### config.mk
export PLATFORM = sky130hd
export DESIGN_NAME = softmax_norm
export DESIGN_NICKNAME = d
export VERILOG_FILES = /design/src/rtl/softmax_norm.sv
export SDC_FILE = /design/constraint.sdc
export NUM_CORES = 1
export LEC_CHECK = 0
export BUFFER_PORTS_ARGS = -buffer_cell sky130_fd_sc_hd__buf_2
export CAP_MARGIN = 20
export CORE_AREA = 2 2 189 191
export CTS_CLUSTER_DIAMETER = 150
export DETAILED_ROUTE_END_ITERATION = 12
export DIE_AREA = 0 0 191 193
export HOLD_SLACK_MARGIN = 0.02
export PLACE_DENSITY = 0.51
export SYNTH_ARGS = -nofsm -noshare
export SYNTH_HDL_FRONTEND = slang
export SYNTH_SLANG_ARGS = --single-unit
### constraint.sdc
create_clock -name clk -period 3.4 [get_ports clk]
set_input_delay 0.17 -clock clk [delete_from_list [all_inputs] [get_ports clk]]
set_output_delay 0.17 -clock clk [all_outputs]
set_load 0.02 [all_outputs]
### src/rtl/softmax_norm.sv
// softmax_norm: buffers {exp, sum_exp} pairs and writes q = exp/sum_exp as an 8-bit fraction to the result memory.
// Latency: result write strobe 11 cycles after a push into an idle block; one result per 10 cycles sustained.
// Backpressure: none upstream; in_ready is advisory, pushes into a full FIFO are dropped and flagged on sticky overflow.
// Build option: define SOFTMAX_NORM_ROUND_EN for round-to-nearest (ties up) instead of truncation.
module softmax_norm #(
    parameter int DEPTH  = 16,
    parameter int ADDR_W = 9
) (
    input  logic              clk,
    input  logic              reset,
    input  logic              in_valid,
    input  logic [7:0]        exp,
    input  logic [7:0]        sum_exp,
    output logic              in_ready,
    output logic              res_wr,
    output logic [ADDR_W-1:0] res_addr,
    output logic [7:0]        res_data,
    output logic              row_done,
    output logic              busy,
    output logic              overflow
);

    localparam int PTR_W = $clog2(DEPTH);
    localparam int CNT_W = $clog2(DEPTH + 1);

    typedef enum logic [1:0] {
        S_IDLE,
        S_LOAD,
        S_DIV,
        S_WRITE
    } state_t;

    state_t r_state;
    state_t w_next;

    // FIFO storage and bookkeeping
    logic [15:0]       r_mem [DEPTH];
    logic [PTR_W-1:0]  r_wptr;
    logic [PTR_W-1:0]  r_rptr;
    logic [CNT_W-1:0]  r_count;
    logic              r_ovf;

    logic              w_full;
    logic              w_empty;
    logic              w_pop;
    logic              w_push;
    logic              w_drop;
    logic [15:0]       w_head;

    // Divider state
    logic [8:0]        r_rem;
    logic [7:0]        r_div;
    logic [7:0]        r_quot;
    logic [2:0]        r_iter;
    logic              r_sat;

    logic [9:0]        w_r2;
    logic              w_ge;
    logic [8:0]        w_sub;
    logic [7:0]        w_q_final;
    logic [7:0]        w_result;

    // Result addressing
    logic [ADDR_W-1:0] r_addr;
    logic [3:0]        r_elem;

    assign w_full  = (r_count == CNT_W'(DEPTH));
    assign w_empty = (r_count == '0);
    // The FSM only enters LOAD with a non-empty FIFO, so LOAD always pops a valid entry.
    assign w_pop   = (r_state == S_LOAD);
    // A pop in the same cycle frees the slot, so a push into a full FIFO still lands then.
    assign w_push  = in_valid && (!w_full || w_pop);
    assign w_drop  = in_valid && w_full && !w_pop;
    assign w_head  = r_mem[r_rptr];

    // Shift-and-compare step of the restoring divider; also reused as the rounding test in WRITE.
    assign w_r2  = {r_rem, 1'b0};
    assign w_ge  = (w_r2 >= {2'b00, r_div});
    assign w_sub = w_r2[8:0] - {1'b0, r_div};

`ifdef SOFTMAX_NORM_ROUND_EN
    // Remainder at least half the divisor rounds up; never wrap past 255.
    assign w_q_final = (!r_sat && w_ge && (r_quot != 8'hFF)) ? (r_quot + 8'd1) : r_quot;
`else
    assign w_q_final = r_quot;
`endif

    assign w_result = r_sat ? 8'hFF : w_q_final;

    assign in_ready = !w_full;
    assign busy     = !w_empty || (r_state != S_IDLE);
    assign overflow = r_ovf;
    assign res_addr = r_addr;

    // FIFO payload write; storage needs no reset since count gates every read.
    always_ff @(posedge clk) begin
        if (w_push) begin
            r_mem[r_wptr] <= {exp, sum_exp};
        end
    end

    // FIFO pointers, occupancy and sticky drop flag
    always_ff @(posedge clk or posedge reset) begin
        if (reset) begin
            r_wptr  <= '0;
            r_rptr  <= '0;
            r_count <= '0;
            r_ovf   <= 1'b0;
        end else begin
            if (w_push) begin
                r_wptr <= (r_wptr == PTR_W'(DEPTH - 1)) ? '0 : r_wptr + 1'b1;
            end
            if (w_pop) begin
                r_rptr <= (r_rptr == PTR_W'(DEPTH - 1)) ? '0 : r_rptr + 1'b1;
            end
            if (w_push && !w_pop) begin
                r_count <= r_count + 1'b1;
            end else if (!w_push && w_pop) begin
                r_count <= r_count - 1'b1;
            end
            if (w_drop) begin
                r_ovf <= 1'b1;
            end
        end
    end

    // FSM state register
    always_ff @(posedge clk or posedge reset) begin
        if (reset) begin
            r_state <= S_IDLE;
        end else begin
            r_state <= w_next;
        end
    end

    // Next-state and write-port outputs; outputs stay zero outside WRITE
    always_comb begin
        w_next   = r_state;
        res_wr   = 1'b0;
        res_data = 8'h00;
        row_done = 1'b0;
        case (r_state)
            S_IDLE: begin
                if (!w_empty) begin
                    w_next = S_LOAD;
                end
            end
            S_LOAD: begin
                w_next = S_DIV;
            end
            S_DIV: begin
                if (r_iter == 3'd7) begin
                    w_next = S_WRITE;
                end
            end
            S_WRITE: begin
                res_wr   = 1'b1;
                res_data = w_result;
                row_done = (r_elem == 4'd15);
                w_next   = w_empty ? S_IDLE : S_LOAD;
            end
            default: begin
                w_next = S_IDLE;
            end
        endcase
    end

    // Divider: load operands in LOAD, one quotient bit per DIV cycle
    always_ff @(posedge clk or posedge reset) begin
        if (reset) begin
            r_rem  <= '0;
            r_div  <= '0;
            r_quot <= '0;
            r_iter <= '0;
            r_sat  <= 1'b0;
        end else if (r_state == S_LOAD) begin
            // exp >= sum_exp also catches a zero divisor
            r_sat  <= (w_head[15:8] >= w_head[7:0]);
            r_rem  <= {1'b0, w_head[15:8]};
            r_div  <= w_head[7:0];
            r_quot <= '0;
            r_iter <= '0;
        end else if (r_state == S_DIV) begin
            r_rem  <= w_ge ? w_sub : w_r2[8:0];
            r_quot <= {r_quot[6:0], w_ge};
            r_iter <= r_iter + 3'd1;
        end
    end

    // Result address and per-row element count advance once per write
    always_ff @(posedge clk or posedge reset) begin
        if (reset) begin
            r_addr <= '0;
            r_elem <= '0;
        end else if (r_state == S_WRITE) begin
            r_addr <= r_addr + 1'b1;
            r_elem <= r_elem + 4'd1;
        end
    end

endmodule
==> flow_metrics.env, run 1 <==
export IMPL_min_path_type="input pin to flop"
export IMPL_htreeDepth=2
export IMPL_crit_top_cell="mux4_2"
export IMPL_synth_area_per_cell_um2=17.91
export IMPL_drc_errors=0
export IMPL_synthesis_area_um2=13040
export IMPL_synth_edf_count=256
export IMPL_hold_viol_final=0
export IMPL_worstHoldStart="sum_exp[5]"
export IMPL_drt_iter0_drc=517
export IMPL_worst_hold_slack_ns=0.04032
export IMPL_power_total_uw=13990
export IMPL_slew_limit_headroom_pct=39.08
export IMPL_critPathMaxStageDelay_ns=0.68
export IMPL_rrSetupSlack_ns=0.32
export IMPL_overflow=0
export IMPL_cp_startpoint="r_rptr[0]"
export IMPL_setup_violations=0
export IMPL_die_h_um=193
export IMPL_clock_latency_ns=0.51
export IMPL_cts_tree="built"
export IMPL_core_area_um2=34960
export IMPL_yosysMostFrequentCell="edfxtp_1"
export IMPL_final_nets=858
export IMPL_post_dp_hpwl_um=18500
export IMPL_r2r_cells=9
export IMPL_drt_wl_total_um=29860
export IMPL_synthTopCellsByArea="edfxtp_1 (59%), mux4_2 (13%), dfrtp_1 (11%)"
export IMPL_finClkSkew_ns=0.01619
export IMPL_fin_setup_tns_ns=0
export IMPL_io_pins=41
export IMPL_crit_chain="buf_12 -> mux4_2 -> mux4_2 -> inv_1 -> ha_1 -> a211oi_1 -> o21ai_0 -> o211ai_1 -> a21oi_1"
export IMPL_end_kind="flop"
export IMPL_cts_resized=0
export IMPL_grt_max_degree=42
export IMPL_clock_fmax_mhz=324.7
export IMPL_slew_viol_final=0
export IMPL_rows=69
export IMPL_startpoint_type="flop"
export IMPL_viasPerCell=5.313
export IMPL_clkTransAtPathRegs_ns=0.06
export IMPL_status="finished, final reports clean"
export IMPL_yosysTopAreaCellShare_pct=58.96
export IMPL_cp_top_family="multiplexers"
export IMPL_post_cts_buffers=0
export IMPL_area_growth_pct=15.42
export IMPL_grt_pass1_vias=7173
export IMPL_grt_use_total_pct=16.69
export IMPL_clock_path_buffers=3
export IMPL_maxCapViolCount=0
export IMPL_die_w_um=191
export IMPL_cp_slowest_cell="dfrtp_4"
export IMPL_ys_seq_area_share_pct=70.10
export IMPL_dieArea_um2=36860
export IMPL_worstMarginPinSlew_ns=0.9124
export IMPL_port_buffers=40
export IMPL_cts_sinks=314
export IMPL_vias=6838
export IMPL_synth_cell_types=48
export IMPL_synth_main_ff_cell="edfxtp_1"
export IMPL_antenna_found_initial=0
export IMPL_numCtsBuffers=34
export IMPL_cp_max_fo=26
export IMPL_ant_nets=0
export IMPL_peakVddDrop_v=0.0003484
export IMPL_yosys_area_top_type="edfxtp_1"
export IMPL_yosys_warnings=0
export IMPL_start_util_pct=37.29
export IMPL_p_per_area_nw_per_um2=929.7
export IMPL_min_period_ns=3.079
export IMPL_synth_seq_cells=314
export IMPL_rsz0062_at_grt="no"
export IMPL_synth_fp_nets=782
export IMPL_cp_data_required_time_ns=3.79
export IMPL_path_depth=9
export IMPL_critPathArrivalTime_ns=3.47
export IMPL_wl_per_cell_um=23.20
export IMPL_gp_routability_congestion=0.7607
export IMPL_path_buf_inv=2
export IMPL_crit_path_end="r_sat"
export IMPL_async_flop_share_pct=18.47
export IMPL_netlist_top_cells_count="edfxtp_1 (256), mux4_2 (73), dfrtp_1 (58)"
export IMPL_grt_pass1_wl_um=44970
export IMPL_layout_drive_gt1_share_pct=26.51
export IMPL_fin_crit_sh_pct=90.57
export IMPL_clock_root_buffer="clkbuf_16"
export IMPL_synthCells=728
export IMPL_worstReg2RegEnd="r_sat"
export IMPL_crit_type="flop to flop"
export IMPL_num_antenna_cells=0
export IMPL_leakagePower_uw=0.005313
export IMPL_reg2reg_from="r_rptr[0]"
export IMPL_dr_pass1_iters=5
## repair_timing
action | in CTS | in global routing
hold buffers | 4 | 0
setup endpoints to repair | 0 | 0
endpoints found under the hold margin | 67 | 0
## sequential cells by signal, summed over array words and instances, names as in the netlist
register and flops:
overflow 1, r_rptr 4, r_rem 9, res_addr 9
r_wptr 4, r_quot 8, r_state 2, r_elem 4
r_div 8, r_mem 256, r_iter 3, r_sat 1
r_count 5
## worst register-to-register path, cell delays in order (launching register included)
cell      delay (ns)
dfrtp_4         0.68
buf_12          0.29
mux4_2          0.55
mux4_2          0.52
inv_1           0.09
ha_1            0.24
a211oi_1        0.24
o21ai_0         0.15
o211ai_1        0.12
a21oi_1         0.09
## area by class of cell
class                      count  area, um2
clock buffer                  46      957.2
clock inverter                12      116.4
fill                        3064      19920
inverter                      32      120.1
multi-input combinational    347       3636
sequential                   314       9144
tap                          461      576.8
timing repair buffer          75      498.0
## per-layer routing
metal | part of all wire, % | vias up | track usage, %
met5 | 0 | - | 0
met4 | 2.5 | 0 | 5.516
met3 | 5.3 | 52 | 3.059
met2 | 48 | 186 | 27.45
met1 | 44 | 3583 | 22.53
li1 | - | 3017 | -
## power breakdown
group          internal (uW)  leakage (uW)  switching, uW  total [uW]
clock                   2120      0.000524           1430        3550
sequential              4800       0.00303            498        5290
combinational           2310       0.00176           2840        5150
## cells in the final DEF, fill, tap and decap left out, drive strengths merged, types with 4 or more instances in the layout
cell | Yosys | final
buf | 22 | 71
dfrtp | 58 | 58
mux4 | 73 | 73
mux2i | 7 | 7
nand2b | 6 | 6
mux2 | 4 | 4
dlygate4sd3 | 0 | 4
inv | 32 | 33
clkbuf | 13 | 46
o21ai | 21 | 21
nand3 | 13 | 13
xnor2 | 15 | 15
clkinv | 0 | 7
a21o | 4 | 4
o21a | 13 | 13
a22oi | 14 | 14
nor2b | 7 | 7
nand2 | 41 | 41
o221ai | 6 | 6
nand4 | 6 | 6
xor2 | 7 | 7
nor3 | 9 | 9
a22o | 10 | 10
ha | 33 | 33
nor2 | 23 | 23
edfxtp | 256 | 256
a21oi | 14 | 14
## how the worst min path moves through the flow
stage              endpoint  slack [ns]  cells past startpoint
4_1_cts        r_mem[5][15]        0.02                      1
5_1_grt        r_mem[13][5]        0.04                      1
2_1_floorplan   r_mem[0][0]        0.27                      0
3_5_place_dp    res_addr[7]        0.43                      2
6_report       r_mem[12][5]        0.04                      1
3_3_place_gp    res_addr[2]        0.41                      2
## cells by family after synthesis
kind of cell             synth area share, %
flip-flops                             70.10
buffers and inverters                  2.399
multiplexers                           13.49
adder cells (fa/ha/maj)                3.474
AO/OA/AOI/OAI                          5.134
XOR/XNOR                               1.478
AND/OR/NAND/NOR                        3.925
## through the flow
| stage | util [%] | cells | setup slack [ns] | cell area (um2) |
|---|---|---|---|---|
| after global routing | 43.04 | 1287 | 0.1371 | 15050 |
| after global placement | 39.85 | 1225 | 0.3645 | 13930 |
| after detailed placement | 39.85 | 1225 | 0.3027 | 13930 |
| final | 43.04 | 1287 | 0.3205 | 15050 |
| after CTS | 43.04 | 1287 | 0.2820 | 15050 |
| after floorplan | - | 728 | 0.5713 | 13040 |
Note: power is estimated with default switching activity, not from simulation.
==> run 2: changes to the inputs <==
CAP_MARGIN = not set   (was 20)
PLACE_DENSITY = 0.53   (was 0.51)
RECOVER_POWER = 50   (was not set)
clock period = 2.55 ns   (was 3.4 ns; I/O delays follow)
==> run 2 against run 1 <==
Net effect: first-iteration DRC count up 23%; final cell count up 4.4%; clock skew about the same; largest power group is now combinational cells; wire length down 0.60%; largest cell class unchanged; the run now ends with negative setup slack left; die area unchanged.
==> flow_metrics.env, run 2 (synthesized netlist as in run 1, its figures left out) <==
export IMPL_status="complete, but fails checks"
export IMPL_violations="negative setup slack"
export IMPL_drt_wl_total_um=29680
export IMPL_num_antenna_cells=0
export IMPL_multiInputGateArea_um2=3715
export IMPL_fin_setup_tns_ns=-0.1804
export IMPL_drt_iter0_drc=634
export IMPL_fin_crit_sh_pct=107.1
export IMPL_finClkSkew_ns=0.01657
export IMPL_slew_viol_final=0
export IMPL_hold_viol_final=0
export IMPL_gp_routability_congestion=0.8302
export IMPL_peakVddDrop_v=0.0004587
export IMPL_post_dp_hpwl_um=17760
export IMPL_grt_pass1_wl_um=44470
export IMPL_power_total_uw=19710
export IMPL_core_area_um2=34960
export IMPL_vias=6973
export IMPL_numCtsBuffers=34
export IMPL_rows=69
export IMPL_layout_commonest_cell="edfxtp_1"
export IMPL_grt_max_degree=33
export IMPL_worstMarginPinSlew_ns=1.338
export IMPL_clock_path_buffers=3
export IMPL_maxCapViolCount=0
export IMPL_fin_util_pct=44.69
export IMPL_largest_register_ffs=256
export IMPL_area_growth_pct=19.86
export IMPL_clock_latency_ns=0.50
export IMPL_die_h_um=193
export IMPL_io_pins=41
export IMPL_die_w_um=191
export IMPL_crit_type="flop to flop"
export IMPL_seq_area_um2=9145
export IMPL_cp_data_required_time_ns=2.92
export IMPL_slew_limit_headroom_pct=10.77
export IMPL_ant_nets=0
export IMPL_clock_root_buffer="clkbuf_16"
export IMPL_antenna_found_initial=0
export IMPL_grt_pass1_vias=7236
export IMPL_dr_pass1_iters=5
export IMPL_dieArea_um2=36860
export IMPL_drc_errors=0
export IMPL_leakagePower_uw=0.005527
export IMPL_end_kind="flop"
export IMPL_overflow=0
export IMPL_cts_sinks=314
export IMPL_regMostFlops="r_mem"
export IMPL_setup_violations=1
export IMPL_p_per_area_nw_per_um2=1261
export IMPL_clock_fmax_mhz=366.2
export IMPL_rsz0062_at_grt="yes"
export IMPL_final_nets=912
export IMPL_grt_use_total_pct=16.39
export IMPL_startpoint_type="flop"
export IMPL_cts_tree="built"
export IMPL_setup_slack_ns=-0.1804
export IMPL_cp_max_fo=8
export IMPL_start_util_pct=37.29
export IMPL_htreeDepth=2
export IMPL_fillers=3002
export IMPL_port_buffers=40
export IMPL_min_path_type="input pin to asynchronous set/reset pin"
export IMPL_min_period_ns=2.730
export IMPL_wl_per_cell_um=22.08
export IMPL_layout_drive_gt1_share_pct=28.54
export IMPL_clkTransAtPathRegs_ns=0.06
export IMPL_most_common_layout_cells="edfxtp_1 (256), mux4_2 (73), buf_4 (60)"
export IMPL_critPathArrivalTime_ns=3.10
export IMPL_viasPerCell=5.188
run 2: worst max-delay path: stages (launching register included):
cell,delay [ns]
dfrtp_4,0.44
buf_12,0.16
buf_12,0.14
mux4_2,0.50
mux4_2,0.51
inv_1,0.07
ha_1,0.25
a211oi_2,0.23
o21ai_1,0.09
o211ai_1,0.10
a21oi_1,0.10
run 2: timing repair:
item	in CTS	in global routing
hold buffers	18	0
hold endpoints to repair	298	0
buffers inserted	8	7
resized for setup	11	11
gates cloned	1	0
setup endpoints to repair	1	3
pin swaps	1	8
run 2: worst paths after layout:
kind / start / to / slack (ns) / cells past startpoint
min in group clk: in_valid / overflow / 0.46 / 3
max: r_rptr[0] / r_sat / -0.18 / 10
min: reset / res_addr[6] / 0.25 / 3
max in group asynchronous: reset / r_rem[5] / 0.65 / 4
min reg2reg: res_addr[8] / res_addr[8] / 0.46 / 1
max reg2reg: r_rptr[0] / r_sat / -0.18 / 10
run 2: report_power, final:
part           internal (uW)  leakage [uW]  switching [uW]
Combinational           3870       0.00198            4120
Clock                   2860      0.000522            1900
Sequential              6400       0.00303             568
run 2: per-stage QoR:
step	cells	instance area (um2)	hold slack (ns)	setup WS [ns]
3_5_place_dp	1249	14160	0.1187	-0.2738
5_1_grt	1344	15630	0.3233	-0.2851
6_report	1344	15630	0.2457	-0.1804
3_3_place_gp	1249	14160	0.09807	-0.2709
2_1_floorplan	728	13080	0.2264	-0.01224
4_1_cts	1337	15570	0.1422	-0.1601
run 2: area by class of cell:
class,instances,share of cell area [%]
well taps,461,3.691
inverters,32,0.7687
flip-flops and latches,314,58.52
clock buffers,45,5.909
clock inverters,16,1.033
multi-input cells,347,23.77
repair buffers,129,6.302
run 2: routing by layer:
metal	up-vias	share of wire [%]	GRT usage (%)
li1	3139	-	-
met1	3616	43	21.57
met2	168	49	27.84
met3	50	4.5	2.570
met4	0	2.8	5.605
met5	-	0	0
==> run 3: changes to the inputs <==
CORE_AREA = 2 2 174 176   (was 2 2 189 191)
DIE_AREA = 0 0 176 178   (was 0 0 191 193)
PLACE_DENSITY = 0.6   (was 0.53)
==> run 3 against run 2 <==
Net effect: the flow still finishes with violations (negative setup slack); highest routed layer unchanged; clock power grew 4.8%; first-iteration DRC count down 31%; sequential power about the same; global-route usage rose by 2.7 points; combinational power down 2%; critical path depth did not move; critical endpoint unchanged; non-clock buffer count decreased by 8; sequential cell count unchanged; largest cell class unchanged; largest power group unchanged.
==> flow_metrics.env, run 3 (synthesized netlist as in run 1, its figures left out) <==
export IMPL_dieArea_um2=31330
export IMPL_clkTransAtPathRegs_ns=0.06
export IMPL_largest_register_ffs=256
export IMPL_numCtsBuffers=35
export IMPL_hold_viol_final=0
export IMPL_leakagePower_uw=0.005540
export IMPL_dr_pass1_iters=4
export IMPL_rows=63
export IMPL_cp_max_fo=5
export IMPL_rrSetupSlack_ns=-0.15
export IMPL_crit_type="flop to flop"
export IMPL_p_per_area_nw_per_um2=1271
export IMPL_grt_use_total_pct=19.11
export IMPL_violations="negative setup slack"
export IMPL_num_antenna_cells=0
export IMPL_wl_per_cell_um=22.83
export IMPL_crit_chain="clkbuf_16 -> mux4_2 -> mux4_2 -> ha_4 -> nand2b_4 -> a21o_1 -> a21oi_2 -> o21ai_1 -> o211ai_1 -> a21oi_1"
export IMPL_drt_iter0_drc=439
export IMPL_die_h_um=178
export IMPL_cp_data_required_time_ns=2.94
export IMPL_setup_slack_ns=-0.1520
export IMPL_startpoint_type="flop"
export IMPL_fin_crit_sh_pct=106.0
export IMPL_setup_violations=1
export IMPL_port_buffers=40
export IMPL_viasPerCell=5.493
export IMPL_clock_path_buffers=3
export IMPL_peakVddDrop_v=0.0005139
export IMPL_overflow=0
export IMPL_status="complete, but fails checks"
export IMPL_vias=6960
export IMPL_clock_latency_ns=0.51
export IMPL_r2r_cells=10
export IMPL_pre_cts_ws_ns=-0.1701
export IMPL_min_period_ns=2.702
export IMPL_worstMarginPinSlew_ns=1.134
export IMPL_stdcell_area_um2=15560
export IMPL_maxCapViolCount=0
export IMPL_area_growth_pct=19.38
export IMPL_core_area_um2=29400
export IMPL_fillers=2355
export IMPL_grt_pass1_vias=7246
export IMPL_crit_top_cell="mux4_2"
export IMPL_worstHoldStart="in_valid"
export IMPL_slew_limit_headroom_pct=24.35
export IMPL_regMostFlops="r_mem"
export IMPL_io_pins=41
export IMPL_grt_max_degree=33
export IMPL_most_common_layout_cells="edfxtp_1 (256), mux4_2 (73), dfrtp_1 (55)"
export IMPL_drt_wl_total_um=28920
export IMPL_antenna_found_initial=0
export IMPL_start_util_pct=44.34
export IMPL_critPathMaxStageDelay_ns=0.54
export IMPL_final_nets=905
export IMPL_fin_util_pct=52.93
export IMPL_clock_fmax_mhz=370.1
export IMPL_layout_drive_gt1_share_pct=27.02
export IMPL_clock_root_buffer="clkbuf_16"
export IMPL_end_kind="flop"
export IMPL_cts_sinks=314
export IMPL_place_area_um2=14080
export IMPL_finClkSkew_ns=0.01275
export IMPL_layout_commonest_cell="edfxtp_1"
export IMPL_rsz0062_at_grt="yes"
export IMPL_htreeDepth=2
export IMPL_slew_viol_final=0
export IMPL_die_w_um=176
export IMPL_hold_path_depth=3
export IMPL_grt_pass1_wl_um=43760
export IMPL_min_path_type="input pin to flop"
export IMPL_ant_nets=0
export IMPL_worstReg2RegEnd="r_sat"
export IMPL_power_total_uw=19780
export IMPL_min_to="overflow"
export IMPL_critPathArrivalTime_ns=3.09
export IMPL_cp_slowest_cell="mux4_2"
export IMPL_reg2reg_from="r_rptr[0]"
export IMPL_post_dp_hpwl_um=17130
export IMPL_cts_tree="built"
export IMPL_gp_routability_congestion=0.7979
export IMPL_drc_errors=0
==> run 3: changes by cell type in the layout (fill, tap and decap cells not counted), moves of 3 or more <==
cell,before,now
buf_4,60,52
buf_12,3,6
buf_2,19,16
inv_2,5,2
inv_1,27,30
clkbuf_16,35,39
clkbuf_1,33,36
clkinv_2,5,2
==> run 3: timing repair <==
item                       4_1_cts  5_1_grt
setup endpoints to repair        1        3
cloned                           0        2
hold buffers                    18        0
gates resized for setup          4       13
setup buffers                    0        8
hold endpoints to repair       283        0
pin swaps                        0        8
==> run 3: final cells by class <==
cell class / instances / area, um2 / share of cell area [%]
Tap cell: 390 / 488.0 / 3.135
Clock buffer: 52 / 1012 / 6.504
Sequential cell: 314 / 9148 / 58.77
Timing Repair Buffer: 121 / 958.4 / 6.158
Clock inverter: 11 / 142.6 / 0.9165
Multi-Input combinational cell: 347 / 3695 / 23.74
Inverter: 32 / 120.1 / 0.7718
==> run 3: worst max-delay path by stage <==
stage               from  endpoint  depth (start not counted)
2_1_floorplan  r_rptr[0]     r_sat                         12
6_report       r_rptr[0]     r_sat                         10
3_3_place_gp   r_rptr[0]     r_sat                         10
5_1_grt        r_rptr[0]     r_sat                         11
3_5_place_dp   r_rptr[0]     r_sat                         10
4_1_cts        r_rptr[0]     r_sat                          9
==> run 3: worst max-delay path, delay by kind of cell, from the launching register on <==
kind                       cells  cell delay, ns
AOI/OAI and AO/OA              5            0.54
DFF                            1            0.48
buffers and inverters          1            0.18
muxes                          2            1.03
and+or+nand+nor                1            0.13
adders and majority gates      1            0.24
==> run 3: where the power goes <==
group	switching, uW	internal, uW	leakage, uW
Combinational	4020	3790	0.00195
Sequential	583	6410	0.00303
Clock	1930	3060	0.000558
Total	6520	13300	0.00554
==> run 3: metal layers <==
layer	track usage, %	wire length (um)	vias up
met3	3.005	1297	52
met2	31.00	13900	189
met4	6.818	917	0
met5	0	0	-
met1	26.53	12800	3605
li1	-	-	3114
==> run 3: metrics by stage <==
step,setup TNS [ns],hold slack [ns],cells
after CTS,-0.1504,0.2612,1257
after global placement,-0.1729,0.2525,1176
final,-0.1520,0.4516,1267
after floorplan,-0.01224,0.2264,728
after global routing,-0.2519,0.4606,1267
after detailed placement,-0.1701,0.2560,1176
